$ cat src/rtl/handshake_responder.sv
// -----------------------------------------------------------------------------
// handshake_responder
//
// Request/response endpoint for a valid/ready stream. Each accepted request
// beat is queued in a DEPTH-entry FIFO as (req_data + 1), and one response beat
// per request is returned, strictly in order, on an independent rsp channel.
// There is no combinational path from the req channel to the rsp channel.
// Every response is therefore registered, with at least one cycle of latency.
//
// Ports:
//   clk        system clock, all state changes on the rising edge
//   rst_n      asynchronous active-low reset (clears pointers and storage)
//   en         accept enable; low blocks new requests, responses still drain
//   req_valid  request beat valid
//   req_data   request payload [WIDTH-1:0]
//   req_ready  request can be accepted this cycle (en & ~full, state only)
//   rsp_valid  response beat valid (FIFO not empty)
//   rsp_data   response payload [WIDTH-1:0], head entry of the FIFO
//   rsp_ready  downstream accepts the response this cycle
//   level      number of queued responses [ADDR_W:0], 0..DEPTH
//   rsp_seq    (RSP_SEQ_EN only) 8-bit accept sequence number of the head entry
//
// Build option:
//   RSP_SEQ_EN  when defined, each entry also stores an 8-bit accept counter
//               value. That value is presented on rsp_seq alongside rsp_data.
//
// Parameters:
//   WIDTH   data width of request/response beats
//   DEPTH   FIFO entries, power of two, >= 2
//   ADDR_W  log2(DEPTH)
// -----------------------------------------------------------------------------
module handshake_responder #(
  parameter int WIDTH  = 8,
  parameter int DEPTH  = 4,
  parameter int ADDR_W = 2
) (
  input  logic              clk,
  input  logic              rst_n,
  input  logic              en,
  input  logic              req_valid,
  input  logic [WIDTH-1:0]  req_data,
  output logic              req_ready,
  output logic              rsp_valid,
  output logic [WIDTH-1:0]  rsp_data,
  input  logic              rsp_ready,
  output logic [ADDR_W:0]   level
`ifdef RSP_SEQ_EN
  ,
  output logic [7:0]        rsp_seq
`endif
);

  localparam logic [ADDR_W:0]  PTR_ONE  = {{ADDR_W{1'b0}}, 1'b1};
  localparam logic [WIDTH-1:0] DATA_ONE = {{(WIDTH-1){1'b0}}, 1'b1};

  // Pointers carry one extra wrap bit so that full and empty can be told apart
  // without a separate occupancy counter.
  logic [ADDR_W:0]   wr_ptr;
  logic [ADDR_W:0]   rd_ptr;
  logic [ADDR_W:0]   wr_ptr_nxt;
  logic [ADDR_W:0]   rd_ptr_nxt;
  logic [WIDTH-1:0]  mem [DEPTH];

  logic              empty;
  logic              full;
  logic              push;
  logic              pop;

  // ---------------------------------------------------------------------------
  // Status, derived from registered pointers only
  // ---------------------------------------------------------------------------
  assign empty = (wr_ptr == rd_ptr);
  assign full  = (wr_ptr[ADDR_W] != rd_ptr[ADDR_W]) &&
                 (wr_ptr[ADDR_W-1:0] == rd_ptr[ADDR_W-1:0]);

  // req_ready never looks at req_valid or rsp_ready. A pop on the same edge
  // cannot make room for a push in that cycle. The freed slot becomes visible
  // on the following cycle.
  assign req_ready = en & ~full;
  assign rsp_valid = ~empty;

  assign push = req_valid & req_ready;
  assign pop  = rsp_valid & rsp_ready;

  // The pointer difference wraps modulo 2^(ADDR_W+1). That is exactly the
  // occupancy, because DEPTH = 2^ADDR_W.
  assign level = wr_ptr - rd_ptr;

  // The head entry is read directly from registered storage. The output is
  // therefore stable for as long as rd_ptr does not move.
  assign rsp_data = mem[rd_ptr[ADDR_W-1:0]];

  // ---------------------------------------------------------------------------
  // Pointer next-state
  // ---------------------------------------------------------------------------
  // NOTE: every always_comb output gets a default first; a path that leaves a
  // variable unassigned would infer a latch.
  always_comb begin
    wr_ptr_nxt = wr_ptr;
    rd_ptr_nxt = rd_ptr;
    if (push) begin
      wr_ptr_nxt = wr_ptr + PTR_ONE;
    end
    if (pop) begin
      rd_ptr_nxt = rd_ptr + PTR_ONE;
    end
  end

  // NOTE: sequential state uses non-blocking assignments so that every
  // register samples the pre-edge values, independent of statement order.
  always_ff @(posedge clk or negedge rst_n) begin
    if (!rst_n) begin
      wr_ptr <= '0;
      rd_ptr <= '0;
    end else begin
      wr_ptr <= wr_ptr_nxt;
      rd_ptr <= rd_ptr_nxt;
    end
  end

  // ---------------------------------------------------------------------------
  // Storage
  // ---------------------------------------------------------------------------
  // NOTE: the storage array is reset on purpose. rsp_data must read 0 out of
  // reset, and a reset discards queued beats. This rules out mapping the array
  // onto a RAM macro, which is acceptable at this depth.
  always_ff @(posedge clk or negedge rst_n) begin
    if (!rst_n) begin
      for (int i = 0; i < DEPTH; i++) begin
        mem[i] <= '0;
      end
    end else if (push) begin
      // The increment wraps naturally at the data width (all-ones -> 0).
      mem[wr_ptr[ADDR_W-1:0]] <= req_data + DATA_ONE;
    end
  end

`ifdef RSP_SEQ_EN
  // ---------------------------------------------------------------------------
  // Accept sequence tags
  // ---------------------------------------------------------------------------
  // Each accepted beat is tagged with the running accept count. This lets a
  // downstream checker spot drops or duplicates independently of the payload.
  logic [7:0] acc_cnt;
  logic [7:0] seq_mem [DEPTH];

  always_ff @(posedge clk or negedge rst_n) begin
    if (!rst_n) begin
      acc_cnt <= '0;
      for (int i = 0; i < DEPTH; i++) begin
        seq_mem[i] <= '0;
      end
    end else if (push) begin
      seq_mem[wr_ptr[ADDR_W-1:0]] <= acc_cnt;
      acc_cnt                     <= acc_cnt + 8'd1;
    end
  end

  assign rsp_seq = seq_mem[rd_ptr[ADDR_W-1:0]];
`endif

endmodule

$ cat config.mk
export PLATFORM = sky130hd
export DESIGN_NAME = handshake_responder
export DESIGN_NICKNAME = d
export VERILOG_FILES = /design/src/rtl/handshake_responder.sv
export SDC_FILE = /design/constraint.sdc
export NUM_CORES = 1
export LEC_CHECK = 0
export ABC_CLOCK_PERIOD_IN_PS = 4550
export CAP_MARGIN = 10
export CORE_MARGIN = 5
export CORE_UTILIZATION = 40
export DETAILED_ROUTE_END_ITERATION = 8
export DONT_BUFFER_PORTS = 1
export PLACE_DENSITY = 0.62
export SYNTH_ARGS = -nofsm -noshare
export SYNTH_HDL_FRONTEND = slang
export SYNTH_SLANG_ARGS = --single-unit
$ cat constraint.sdc
create_clock -name clk -period 4.55 [get_ports clk]
set_input_delay 0.455 -clock clk [delete_from_list [all_inputs] [get_ports clk]]
set_output_delay 0.455 -clock clk [all_outputs]
set_load 0.005 [all_outputs]
==> results, run 1 <==
- The startpoint kind of the worst setup timing path is a flop.
- Based on the critical path, the design can be clocked at up to 415 MHz.
- The number of H-tree levels is 2.
- The run finished with clean final reports.
- The number of nets in the synthesized netlist is 180.
- The worst setup path is of the flop to primary output kind.
- Along the worst path, the maximum fanout reaches 11.
- The register-to-register setup slack is between 2000 and 2500 ps.
- The area growth from synthesis to final layout is 6.59%.
- The count of cell types in the netlist is 26.
- The final count of hold timing violations is 0.
- The horizontal extent of the die is 79.9 um.
- The cell area after synthesis is 1950 um^2.
- In this run the deepest clock path goes through 2 buffers.
- At the pin with the least slew margin, the transition time is 636 ps.
- The clock group share of total power is between 10% and 20%.
- The max-slew violation total from the final report is 0.
- The share of power burned in registers is 43.8%.
- The area of the die is 6380 um^2.
- Once detail routing completed, the nets flagged for antenna violations numbered 0.
- Setup repair after global routing left no endpoint under its margin.
- The via count of the first global-routing pass is 1243.
- The total vias in the final route is 1167.
- Yosys printed 0 warnings.
- Entering global routing, the biggest net connects 39 pins.
- The net count of the finished layout is about 180.
- The worst path in the final design needs a cycle of 2410 ps, including I/O delays and setup.
- At the placement stage, the worst setup path has a slack of 2160 ps.
- The kind of capture point of the worst setup path is a primary output.
- During placement, the flow inserted port buffers numbering 0.
- Before antenna repair, the detailed router went through 4 iterations.
- A synthesized cell averages 12.4 um^2.
- The detailed router finished its first iteration with 71 violations.
- Global routing finished with a remaining overflow of 0.
- The remaining max-slew budget at the tightest pin is ~58%.
- The flip-flop and latch count after synthesis is 38.
- In the final layout, the share of cells above drive strength 1 is 18.8%.
- In this run, post-CTS repair resized a total of 0 instances.
- The clock buffer count from CTS is 5.
- TritonCTS built the clock tree.
- The row count is 25.
- The worst register-to-register path has a depth of 5.
- The clock sink count is 38.
- The initial antenna violation count is 0.
- The floorplan step defined a core boundary enclosing roughly 4700 um^2.
- The total track usage is a little over an eighth.
- The sequential area share after synthesis is 48.7%.
- During I/O placement, the number of pins put on the boundary was 26.
- The count of mapped cells out of synthesis is 158.
- 0 antenna diodes ended up in the layout.
- In the routed layout, each cell is associated on average with a via count of 5.14.
- The congestion estimate from routability-driven global placement came to 0.806.
- The height of the chip is approximately 80 um.
- The switching power of the nets is 0.569 mW.
- The tightest min-delay check is of the primary input to async pin type.
- The clock arrives with 2.53 ps of skew.
- Summed over all cells, the static leakage comes to slightly below 0.9 nW.
- In the final timing run, aggregate negative setup slack is 0 ps.
- Data on the critical path is required at its endpoint by 4090 ps.
- The finished layout holds about 230 standard cells, fillers aside.
- The combinational cell fraction of total power is 41.7%.
- The initial core utilization is 41.4%.
- The detailed-placement wirelength estimate is 2.77 mm.
- The final layout contains routed wiring with a total length of 3.69 mm.
- The insertion delay of the later-clocked pin in the worst-skew pair is 280 ps.
- The internal power is roughly 0.89 mW.
- The count of endpoints failing setup in the final report is 0.
- The switching fraction of total power is 39.0%.
- Dividing total power by cell area gives a power density of 700 nW/um^2.
- The cell total after placement is 219.
- The worst supply voltage drop on vdd is 0.000252 V.
- The period utilization is 52.9%.
- The post-route DRC violation count is 0.
- The first global-routing pass estimated 6.41 mm of wire.
- The count of max-cap constraint violations is 0.
- The cell sitting at the root of the clock tree is a sky130_fd_sc_hd__clkbuf_8.
- Dividing the detail-routed wire length by the instance count gives 16.2 um.
- After clock tree synthesis, the clock-pin slew on the worst setup and hold paths is 70 ps.
- The setup slack after layout is 2140 ps.
- Data on the critical path arrives at its endpoint at 1950 ps.
- Fill cells in the final layout number between 400 and 500.
-- state kept, by name, summed over array words and instances, names as in the netlist --
signal / count
mem: 32
rd_ptr: 3
wr_ptr: 3
-- cells in the mapped netlist --
library cell                 n  share of area (%)
sky130_fd_sc_hd__and3_1      1               0.32
sky130_fd_sc_hd__buf_2       1               0.26
sky130_fd_sc_hd__buf_6       4                2.3
sky130_fd_sc_hd__clkbuf_1    1               0.19
sky130_fd_sc_hd__dfrtp_1    38                 49
sky130_fd_sc_hd__fa_1        1                1.0
sky130_fd_sc_hd__ha_1        8                5.1
sky130_fd_sc_hd__inv_1       5               0.96
sky130_fd_sc_hd__mux2_1      1               0.58
sky130_fd_sc_hd__mux2_2      4                2.3
sky130_fd_sc_hd__mux2_4      1               0.77
sky130_fd_sc_hd__mux4_2      8                9.2
sky130_fd_sc_hd__nand2_1    32                6.1
sky130_fd_sc_hd__nand2_2     1               0.32
sky130_fd_sc_hd__nand3_1     4                1.0
sky130_fd_sc_hd__nand3_2     1               0.51
sky130_fd_sc_hd__nor2_1      1               0.19
sky130_fd_sc_hd__nor3_1      1               0.26
sky130_fd_sc_hd__o2111ai_4   4                5.4
sky130_fd_sc_hd__o21a_4      1               0.77
sky130_fd_sc_hd__o21ai_0    26                6.7
sky130_fd_sc_hd__o21ai_1     1               0.26
sky130_fd_sc_hd__o21ai_2     1               0.45
sky130_fd_sc_hd__xnor2_1     8                3.6
sky130_fd_sc_hd__xnor2_4     1                1.4
sky130_fd_sc_hd__xor2_1      3                1.3
-- layout make-up --
cell class                 instances  area [um^2]  area share [%]
tap                               67         83.8            4.02
sequential                        38          951            45.6
multi-input combinational        109          931            44.7
timing repair buffer               1         20.0           0.961
clock inverter                     2         10.0           0.480
clock buffer                       5         68.8            3.30
inverter                           5         18.8           0.901
-- stage by stage --
step           utilization [%]  area (um^2)  hold WS [ps]  total power [mW]
5_1_grt                   44.1         2080          6.55              1.59
4_1_cts                   44.1         2080          2.18              1.49
3_5_place_dp              42.0         1980           161              1.26
6_report                  44.1         2080          8.85              1.46
2_1_floorplan                -         1950           159              1.13
3_3_place_gp              42.0         1980           161              1.23
-- metal layers --
metal,vias up,wire (um),track usage [%]
li1,552,-,-
met1,569,1490,15.9
met2,42,1830,20.9
met3,4,321,6.43
met4,0,44,4.56
met5,-,0,0
-- final timing paths --
kind                                  startpoint                  end
min in group clk                     req_data[0]  mem[24]$_DFFE_PN0P_
min                                        rst_n   mem[9]$_DFFE_PN0P_
max                        rd_ptr[0]$_DFFE_PN0P_            req_ready
max reg2reg                rd_ptr[1]$_DFFE_PN0P_   mem[1]$_DFFE_PN0P_
max in group asynchronous                  rst_n  mem[19]$_DFFE_PN0P_
min reg2reg                  mem[10]$_DFFE_PN0P_  mem[10]$_DFFE_PN0P_
-- cell usage in the layout, fill, tap and decap left out, types with 2 or more instances in the layout --
master                      count
sky130_fd_sc_hd__clkbuf_8       5
sky130_fd_sc_hd__clkinv_2       2
sky130_fd_sc_hd__dfrtp_1       38
sky130_fd_sc_hd__ha_1           8
sky130_fd_sc_hd__inv_1          5
sky130_fd_sc_hd__mux2_2         4
sky130_fd_sc_hd__mux4_2         8
sky130_fd_sc_hd__nand2_1       32
sky130_fd_sc_hd__nand3_1        4
sky130_fd_sc_hd__o2111ai_4      4
sky130_fd_sc_hd__o21ai_0       26
sky130_fd_sc_hd__xnor2_1        8
sky130_fd_sc_hd__xor2_1         3
-- critical path: stages, from the launching register on --
cell and delay, ps:
sky130_fd_sc_hd__dfrtp_1 750, sky130_fd_sc_hd__ha_1 390, sky130_fd_sc_hd__nand2_1 340, sky130_fd_sc_hd__o21a_4 190
-- what timing repair did --
| action | 4_1_cts | 5_1_grt |
|---|---|---|
| hold buffers | 1 | 0 |
| buffers inserted | 0 | 0 |
| hold endpoints to repair | 38 | 0 |
-- power groups by stage --
stage | registers [mW] | logic (mW) | clock network, mW
after detailed placement | 0.647 | 0.616 | 0
after CTS | 0.640 | 0.625 | 0.223
final | 0.639 | 0.608 | 0.211
after global placement | 0.639 | 0.591 | 0
after global routing | 0.665 | 0.688 | 0.235
after floorplan | 0.575 | 0.559 | 0
-- cells by family after synthesis --
| kind of cell | synth area share, % |
|---|---|
| multiplexers | 12.9 |
| buffers and inverters | 3.71 |
| AO/OA/AOI/OAI | 13.5 |
| AND/OR/NAND/NOR | 8.77 |
| XOR/XNOR | 6.34 |
| flip-flops | 48.7 |
| adder cells (fa/ha/maj) | 6.15 |
Power figures use the tool's default switching activity.
==> inputs of run 2 (changes only) <==
--- a/config.mk
+++ b/config.mk
@@ -5,7 +5,7 @@
 export SDC_FILE = /design/constraint.sdc
 export NUM_CORES = 1
 export LEC_CHECK = 0
-export ABC_CLOCK_PERIOD_IN_PS = 4550
+export ABC_CLOCK_PERIOD_IN_PS = 2500
 export CAP_MARGIN = 10
 export CORE_MARGIN = 5
 export CORE_UTILIZATION = 40
==> constraint.sdc (replaced) <==
create_clock -name clk -period 2.5 [get_ports clk]
set_input_delay 0.25 -clock clk [delete_from_list [all_inputs] [get_ports clk]]
set_output_delay 0.25 -clock clk [all_outputs]
set_load 0.005 [all_outputs]
==> run 2 against run 1 <==
First-iteration DRC count increased by 30%. Critical path type is now flop to flop. Clock power increased by 150%. Global-route usage increased by 0.62 points. Sequential power increased by 71%. Total power increased by 95%. Critical endpoint is now mem[5]$_DFFE_PN0P_. Core utilization increased by 1.9 points. Flip-flop and latch count unchanged.
==> results, run 2 (synthesis gave the netlist of run 1 again) <==
- After floorplanning, the core was divided into 25 placement rows.
- The overall power of the completed layout is 2.84 mW.
- Measured against its own limit, the worst slew margin works out to a little over two thirds.
- The detailed-placement wirelength estimate is between 2 and 3 mm.
- The area growth from synthesis to final layout is 11.1%.
- STA puts the critical path data required time at 2700 ps.
- Of the cells placed in the final design, the portion with a size suffix greater than 1 is 21.6%.
- The total number of nets in the final design is ~190.
- The kind of capture point of the worst setup path is a flop.
- The count of antenna diodes in the layout is 0.
- The startpoint kind of the worst setup timing path is a flop.
- The worst supply voltage drop on vdd is 0.000395 V.
- The clock period could shrink to between 1500 and 2000 ps.
- The insertion delay of the later-clocked pin in the worst-skew pair is about 280 ps.
- The number of fill cells is 428.
- The area of the die is 6380 um^2.
- STA puts the critical path data arrival time at 2170 ps.
- The largest registers in the layout are mem x32, rd_ptr x3, wr_ptr x3.
- The top fanout value on the critical path is 11.
- The clock buffer count from CTS is 5.
- Counting tap cells, the placed design contains a total of approximately 230 instances.
- The initial antenna violation count is 0.
- The via count of the first global-routing pass is about 1300.
- In this run the standard cell core region covers about 4700 um^2.
- The flow ran to the end, and the final reports show no timing, DRC or antenna violations.
- The TritonCTS clock tree is done.
- Global routing consumed, on the met2 layer, around 22% of the routing resources.
- In the final routed layout, each cell accounts on average for 16.5 um.
- The max-slew violation total from the final report came to 0.
- The clock root buffer master is sky130_fd_sc_hd__clkbuf_8.
- The clock passes through at most 2 buffers.
- Global routing used approximately 14% of the available tracks across all layers.
- After layout, the worst path uses approximately four fifths of the clock period.
- The most frequent standard cell in the layout excluding fill and tap cells is sky130_fd_sc_hd__dfrtp_1.
- Once the floorplan was initialized, standard cells occupied 41.4% of the core.
- The fraction of met3 tracks used by global routing is a little over 5%.
- The clock-pin slew reported for the worst setup and hold paths after clock tree synthesis is around 70 ps.
- The met1 routing resource usage after global routing is between 10% and 20%.
- Setup repair after global routing left no endpoint under its margin.
- The achievable frequency is a little over 500 MHz.
- The count of endpoints failing setup in the final report is 0.
- The clock skew after layout is 8.61 ps.
- The clock sink count is 38.
- Once layout is complete, the utilization of the core stands at 46.0%.
- For this design the ratio of total power to cell area is 1310 nW/um^2.
- The number of detailed-routing iterations run before antenna repair is 4.
- The cts-stage hold buffer count is 2.
- The largest register by flop count is mem.
- The actual slew at the worst max-slew pin is 458 ps.
- The startpoint-to-endpoint class of the critical path is flop to flop.
- The horizontal extent of the die is 79.9 um.
- Once the clock tree was built, the resizer swapped 0 gates to a different size.
- Entering global routing, the biggest net connects 39 pins.
- The number of DRC markers after the initial detailed-route iteration is 92.
- Global routing finished with a remaining overflow of 0.
- In the routed design, unresolved DRC markers number 0.
- The number of nets still failing antenna checks after routing is 0.
- The number of top-level design ports is 26.
- The count of max-cap constraint violations is 0.
- The static leakage is just over 0.9 nW.
- The final count of hold timing violations is 0.
- The count of non-filler cells in the finished layout is 234.
- The worst hold path class is primary input to flop.
- The global-route wire length before repair is ~6.6 mm.
- The post-CTS setup repair buffer count is 0.
- In this run the tool buffered the top-level ports with 0 buffer cells.
- The top cell types in the final layout, fill and taps aside, are sky130_fd_sc_hd__dfrtp_1, sky130_fd_sc_hd__nand2_1, sky130_fd_sc_hd__o21ai_0.
- The register with the most flip-flops in the layout has 32 of them.
- The total negative slack is 0 ps.
- The final layout contains routed wiring with a total length of 3.87 mm.
- The most congested layer reported by global routing is met2.
- The number of H-tree levels is 2.
- Routability-driven placement finished with a final weighted congestion of 0.840.
- Dividing the detail-routed via count by the number of cells gives 5.08.
- The total vias in the final route is 1188.
- The height of the chip is roughly 80 um.
run 2: path summary, 6_finish.rpt:
kind,start,to,slack (ps),cells after the start
hold / removal,req_data[0],mem[16]$_DFFE_PN0P_,70,1
setup reg to reg,wr_ptr[0]$_DFFE_PN0P_,mem[5]$_DFFE_PN0P_,530,7
setup / recovery,wr_ptr[0]$_DFFE_PN0P_,mem[5]$_DFFE_PN0P_,530,7
min in group asynchronous,rst_n,mem[16]$_DFFE_PN0P_,420,2
max in group asynchronous,rst_n,mem[7]$_DFFE_PN0P_,1890,2
hold reg to reg,mem[15]$_DFFE_PN0P_,mem[15]$_DFFE_PN0P_,480,2
run 2: worst max-delay path, stage by stage (launching register included):
cell	delay, ps
sky130_fd_sc_hd__dfrtp_1	410
sky130_fd_sc_hd__inv_1	110
sky130_fd_sc_hd__ha_1	350
sky130_fd_sc_hd__nand2_1	260
sky130_fd_sc_hd__o2111ai_4	340
sky130_fd_sc_hd__buf_4	240
sky130_fd_sc_hd__nand2_1	80
sky130_fd_sc_hd__o21ai_0	90
run 2: report_power, final:
group / switching, mW / internal (mW) / total [mW]
Combinational: 0.665 / 0.569 / 1.23
Sequential: 0.186 / 0.903 / 1.09
Clock: 0.201 / 0.319 / 0.520
Total: 1.05 / 1.79 / 2.84
run 2: through the flow:
stage | instance area [um^2] | hold WS [ps] | setup slack [ps]
finish | 2170 | 72.9 | 525
global route | 2170 | 55.9 | 349
CTS | 2170 | 58.8 | 495
detailed placement | 2030 | -43.5 | 518
global placement | 2030 | -43.7 | 620
floorplan | 1950 | -45.6 | 427
run 2: routing by layer:
layer	share of wire, %	routed length [um]	up-vias
met1	42	1630	587
met4	2.7	104	0
met3	5.7	221	12
met5	0	0	-
met2	49	1910	22
li1	-	-	567
run 2: layout make-up:
| type | instances | area (um^2) | share of cell area, % |
|---|---|---|---|
| Clock buffer | 6 | 82.6 | 3.80 |
| Clock inverter | 1 | 30.0 | 1.38 |
| Inverter | 5 | 18.8 | 0.864 |
| Multi-Input combinational cell | 109 | 931 | 42.9 |
| Sequential cell | 38 | 951 | 43.8 |
| Tap cell | 67 | 83.8 | 3.86 |
| Timing Repair Buffer | 8 | 75.1 | 3.46 |
==> inputs of run 3 (changes only) <==
--- a/config.mk
+++ b/config.mk
@@ -5,13 +5,13 @@
 export SDC_FILE = /design/constraint.sdc
 export NUM_CORES = 1
 export LEC_CHECK = 0
-export ABC_CLOCK_PERIOD_IN_PS = 2500
+export ABC_CLOCK_PERIOD_IN_PS = 1800
 export CAP_MARGIN = 10
 export CORE_MARGIN = 5
 export CORE_UTILIZATION = 40
 export DETAILED_ROUTE_END_ITERATION = 8
 export DONT_BUFFER_PORTS = 1
-export PLACE_DENSITY = 0.62
+export PLACE_DENSITY = 0.64
 export SYNTH_ARGS = -nofsm -noshare
 export SYNTH_HDL_FRONTEND = slang
 export SYNTH_SLANG_ARGS = --single-unit
==> constraint.sdc (replaced) <==
create_clock -name clk -period 1.8 [get_ports clk]
set_input_delay 0.18 -clock clk [delete_from_list [all_inputs] [get_ports clk]]
set_output_delay 0.18 -clock clk [all_outputs]
set_load 0.005 [all_outputs]
==> run 3 against run 2 <==
Clock power rose by 68%. Combinational power increased by 58%. Largest power group unchanged. Non-clock buffer count up 5. Register-to-register slack worse by 330 ps. Flip-flop and latch count unchanged.
==> results, run 3 (synthesis gave the netlist of run 1 again) <==
- The run finished with clean final reports.
- The post-route DRC violation count is 0.
- The row count is 25.
- Counting both buffers and inverters, the worst setup path holds a total of 1.
- The initial core utilization is 41.4%.
- After layout, the minimum clock period comes to 1700 ps.
- The total vias in the final route is approximately 1200.
- In the final layout, the multi-input gates occupy between 900 and 1000 um^2.
- Measured in cells, the most critical reg-to-reg path has a length of 5.
- The max-slew violation total from the final report is 0.
- The static leakage is 0.974 nW.
- In the final routed layout, each cell accounts on average for approximately 16 um.
- Max-cap violations in this run came to 0.
- After legalization and detailed placement, the total HPWL measured 2.96 mm.
- The final count of hold timing violations was 0.
- The via count of the first global-routing pass is 1363.
- The number of fill cells is between 400 and 500.
- The root buffer cell chosen for the clock tree is sky130_fd_sc_hd__clkbuf_8.
- Setup repair after global routing left no endpoint under its margin.
- The number of nets still failing antenna checks after routing is 0.
- After detailed routing, the number of vias per cell comes to just over 5.
- Leaving out fill and tap cells, the most frequent cells in the layout are sky130_fd_sc_hd__dfrtp_1, sky130_fd_sc_hd__nand2_1, sky130_fd_sc_hd__o21ai_0.
- In this run, placement finished with an instance count of 229.
- The register with the most flip-flops in the layout has 32 of them.
- The area growth from synthesis to final layout is 16.6%.
- The count of antenna diodes in the layout is 0.
- The remaining max-slew budget at the tightest pin is 76.0%.
- No sink is reached through more buffers than the 2 on the longest clock path.
- The maximum number of pins on one net before global-route repair is 39.
- The slowest library cell on the worst path is sky130_fd_sc_hd__fa_1.
- The cell class contributing the biggest share of worst-path delay is adder cells.
- The total track usage is 14.3%.
- Setup total negative slack on the finished layout was measured at 0 ps.
- Once routing completed, OpenROAD measured the worst setup slack at just over 100 ps.
- The number of buffers added on ports is 0.
- The horizontal extent of the die is 79.9 um.
- Measured along the y axis, the die boundary spans 79.9 um.
- Pin placement for this block handled 26 I/O pins.
- The number of H-tree levels is 2.
- The count of non-filler cells in the finished layout is 240.
- The critical path goes through buf_4, fa_1, xnor2_2.
- The largest register by flop count is mem.
- For the worst setup path, the data arrival time is 1520 ps.
- The worst supply voltage drop on vdd is 0.000626 V.
- The TritonCTS clock tree is done.
- Power spread over the standard cell area amounts to 1910 nW/um^2.
- For this block, the initial DRC count from the detailed router was 48.
- The overall power of the completed layout is ~4.3 mW.
- The first global-routing pass estimated 6.98 mm of wire.
- The initial antenna violation count came to 0.
- The congestion estimate from routability-driven global placement came to ~0.79.
- The clock buffer count from CTS is 5.
- The top fanout value on the critical path is 11.
- Dividing the final minimum period by the clock period gives 94.3%.
- Static timing analysis puts the maximum clock frequency at 589 MHz.
- The die covers 6380 um^2.
- The startpoint kind of the worst setup timing path is a flop.
- The worst setup timing slack at the placement stage is 117 ps.
- The startpoint-to-endpoint class of the critical path is flop to primary output.
- The placeable core region is 4720 um^2.
- The library cell used most frequently in the layout, excluding fill and tap cells, is sky130_fd_sc_hd__dfrtp_1.
- In the final layout, the registers with the most flip-flops are mem x32, rd_ptr x3, wr_ptr x3.
- The critical path crosses 3 cells after its start point.
- The kind of capture point of the worst setup path is a primary output.
- The number of detailed-routing iterations run before antenna repair is 4.
- Between clock sinks in the finished design, the worst skew comes to 7.12 ps.
- The share of layout cells above drive strength 1 is 26.6%.
- In this design, the stage delay of the slowest critical-path cell is between 400 and 500 ps.
- Clock tree synthesis found a total of 38 sinks.
- Across the whole layout, storage elements account for 952 um^2.
- Clock-pin slew was measured on the worst setup and hold paths at about 80 ps.
- Setup violations remaining at the end of the flow were counted as 0.
- The net count of the finished layout is 194.
- On the final layout, the worst hold slack is slightly below 60 ps.
- For the pin with the worst max-slew slack, the measured transition is 358 ps.
- The min-delay analysis places its worst path in the category primary input to flop.
- The sum of overflow across all layers after global routing is 0.
- The sum of routed wire length over all layers is ~4.0 mm.
- After clock tree synthesis, the setup repair step added 0 buffers.
- At the worst endpoint, the required time is 1620 ps.
- Clock latency on the worst-skew pair, taken at its later pin, is 290 ps.
- Counting instances, the worst hold path has a depth of 2.
run 3: power breakdown:
group / internal, mW / switching [mW]
logic: 0.945 / 0.998
clock network: 0.555 / 0.320
registers: 1.26 / 0.268
run 3: timing repair:
action / CTS / global route
endpoints found under the hold margin: 42 / 0
setup endpoints to repair: 0 / 2
hold buffers: 3 / 0
resized for setup: 0 / 5
run 3: through the flow:
| step | instance area (um^2) | utilization (%) |
|---|---|---|
| after global placement | 2070 | 43.8 |
| final | 2280 | 48.2 |
| after CTS | 2240 | 47.5 |
| after detailed placement | 2070 | 43.8 |
| after global routing | 2280 | 48.2 |
| after floorplan | 1970 | - |
run 3: area by class of cell:
cell class,instances,share of cell area (%)
Sequential cell,38,41.8
Multi-Input combinational cell,109,42.6
Clock inverter,3,3.02
Timing Repair Buffer,13,5.05
Tap cell,67,3.68
Inverter,5,0.824
Clock buffer,5,3.02
run 3: metal layers:
metal	share of wire, %	global-route usage, %	routed length [um]	up-vias
li1	-	-	-	578
met1	44	18.2	1720	625
met2	50	22.9	1980	22
met3	5.2	5.19	207	5
met4	1.3	4.05	52	0
met5	0	0	0	-
run 3: worst paths after layout:
path	slack [ps]	endpoint	from
worst max register to register	200	wr_ptr[1]$_DFFE_PN0P_	wr_ptr[2]$_DFFE_PN0P_
worst min-delay path	60	wr_ptr[0]$_DFFE_PN0P_	req_valid
worst min register to register	480	mem[12]$_DFFE_PN0P_	mem[12]$_DFFE_PN0P_
max in group asynchronous	1270	wr_ptr[1]$_DFFE_PN0P_	rst_n
min in group asynchronous	340	rd_ptr[0]$_DFFE_PN0P_	rst_n
worst max-delay path	100	level[2]	rd_ptr[1]$_DFFE_PN0P_
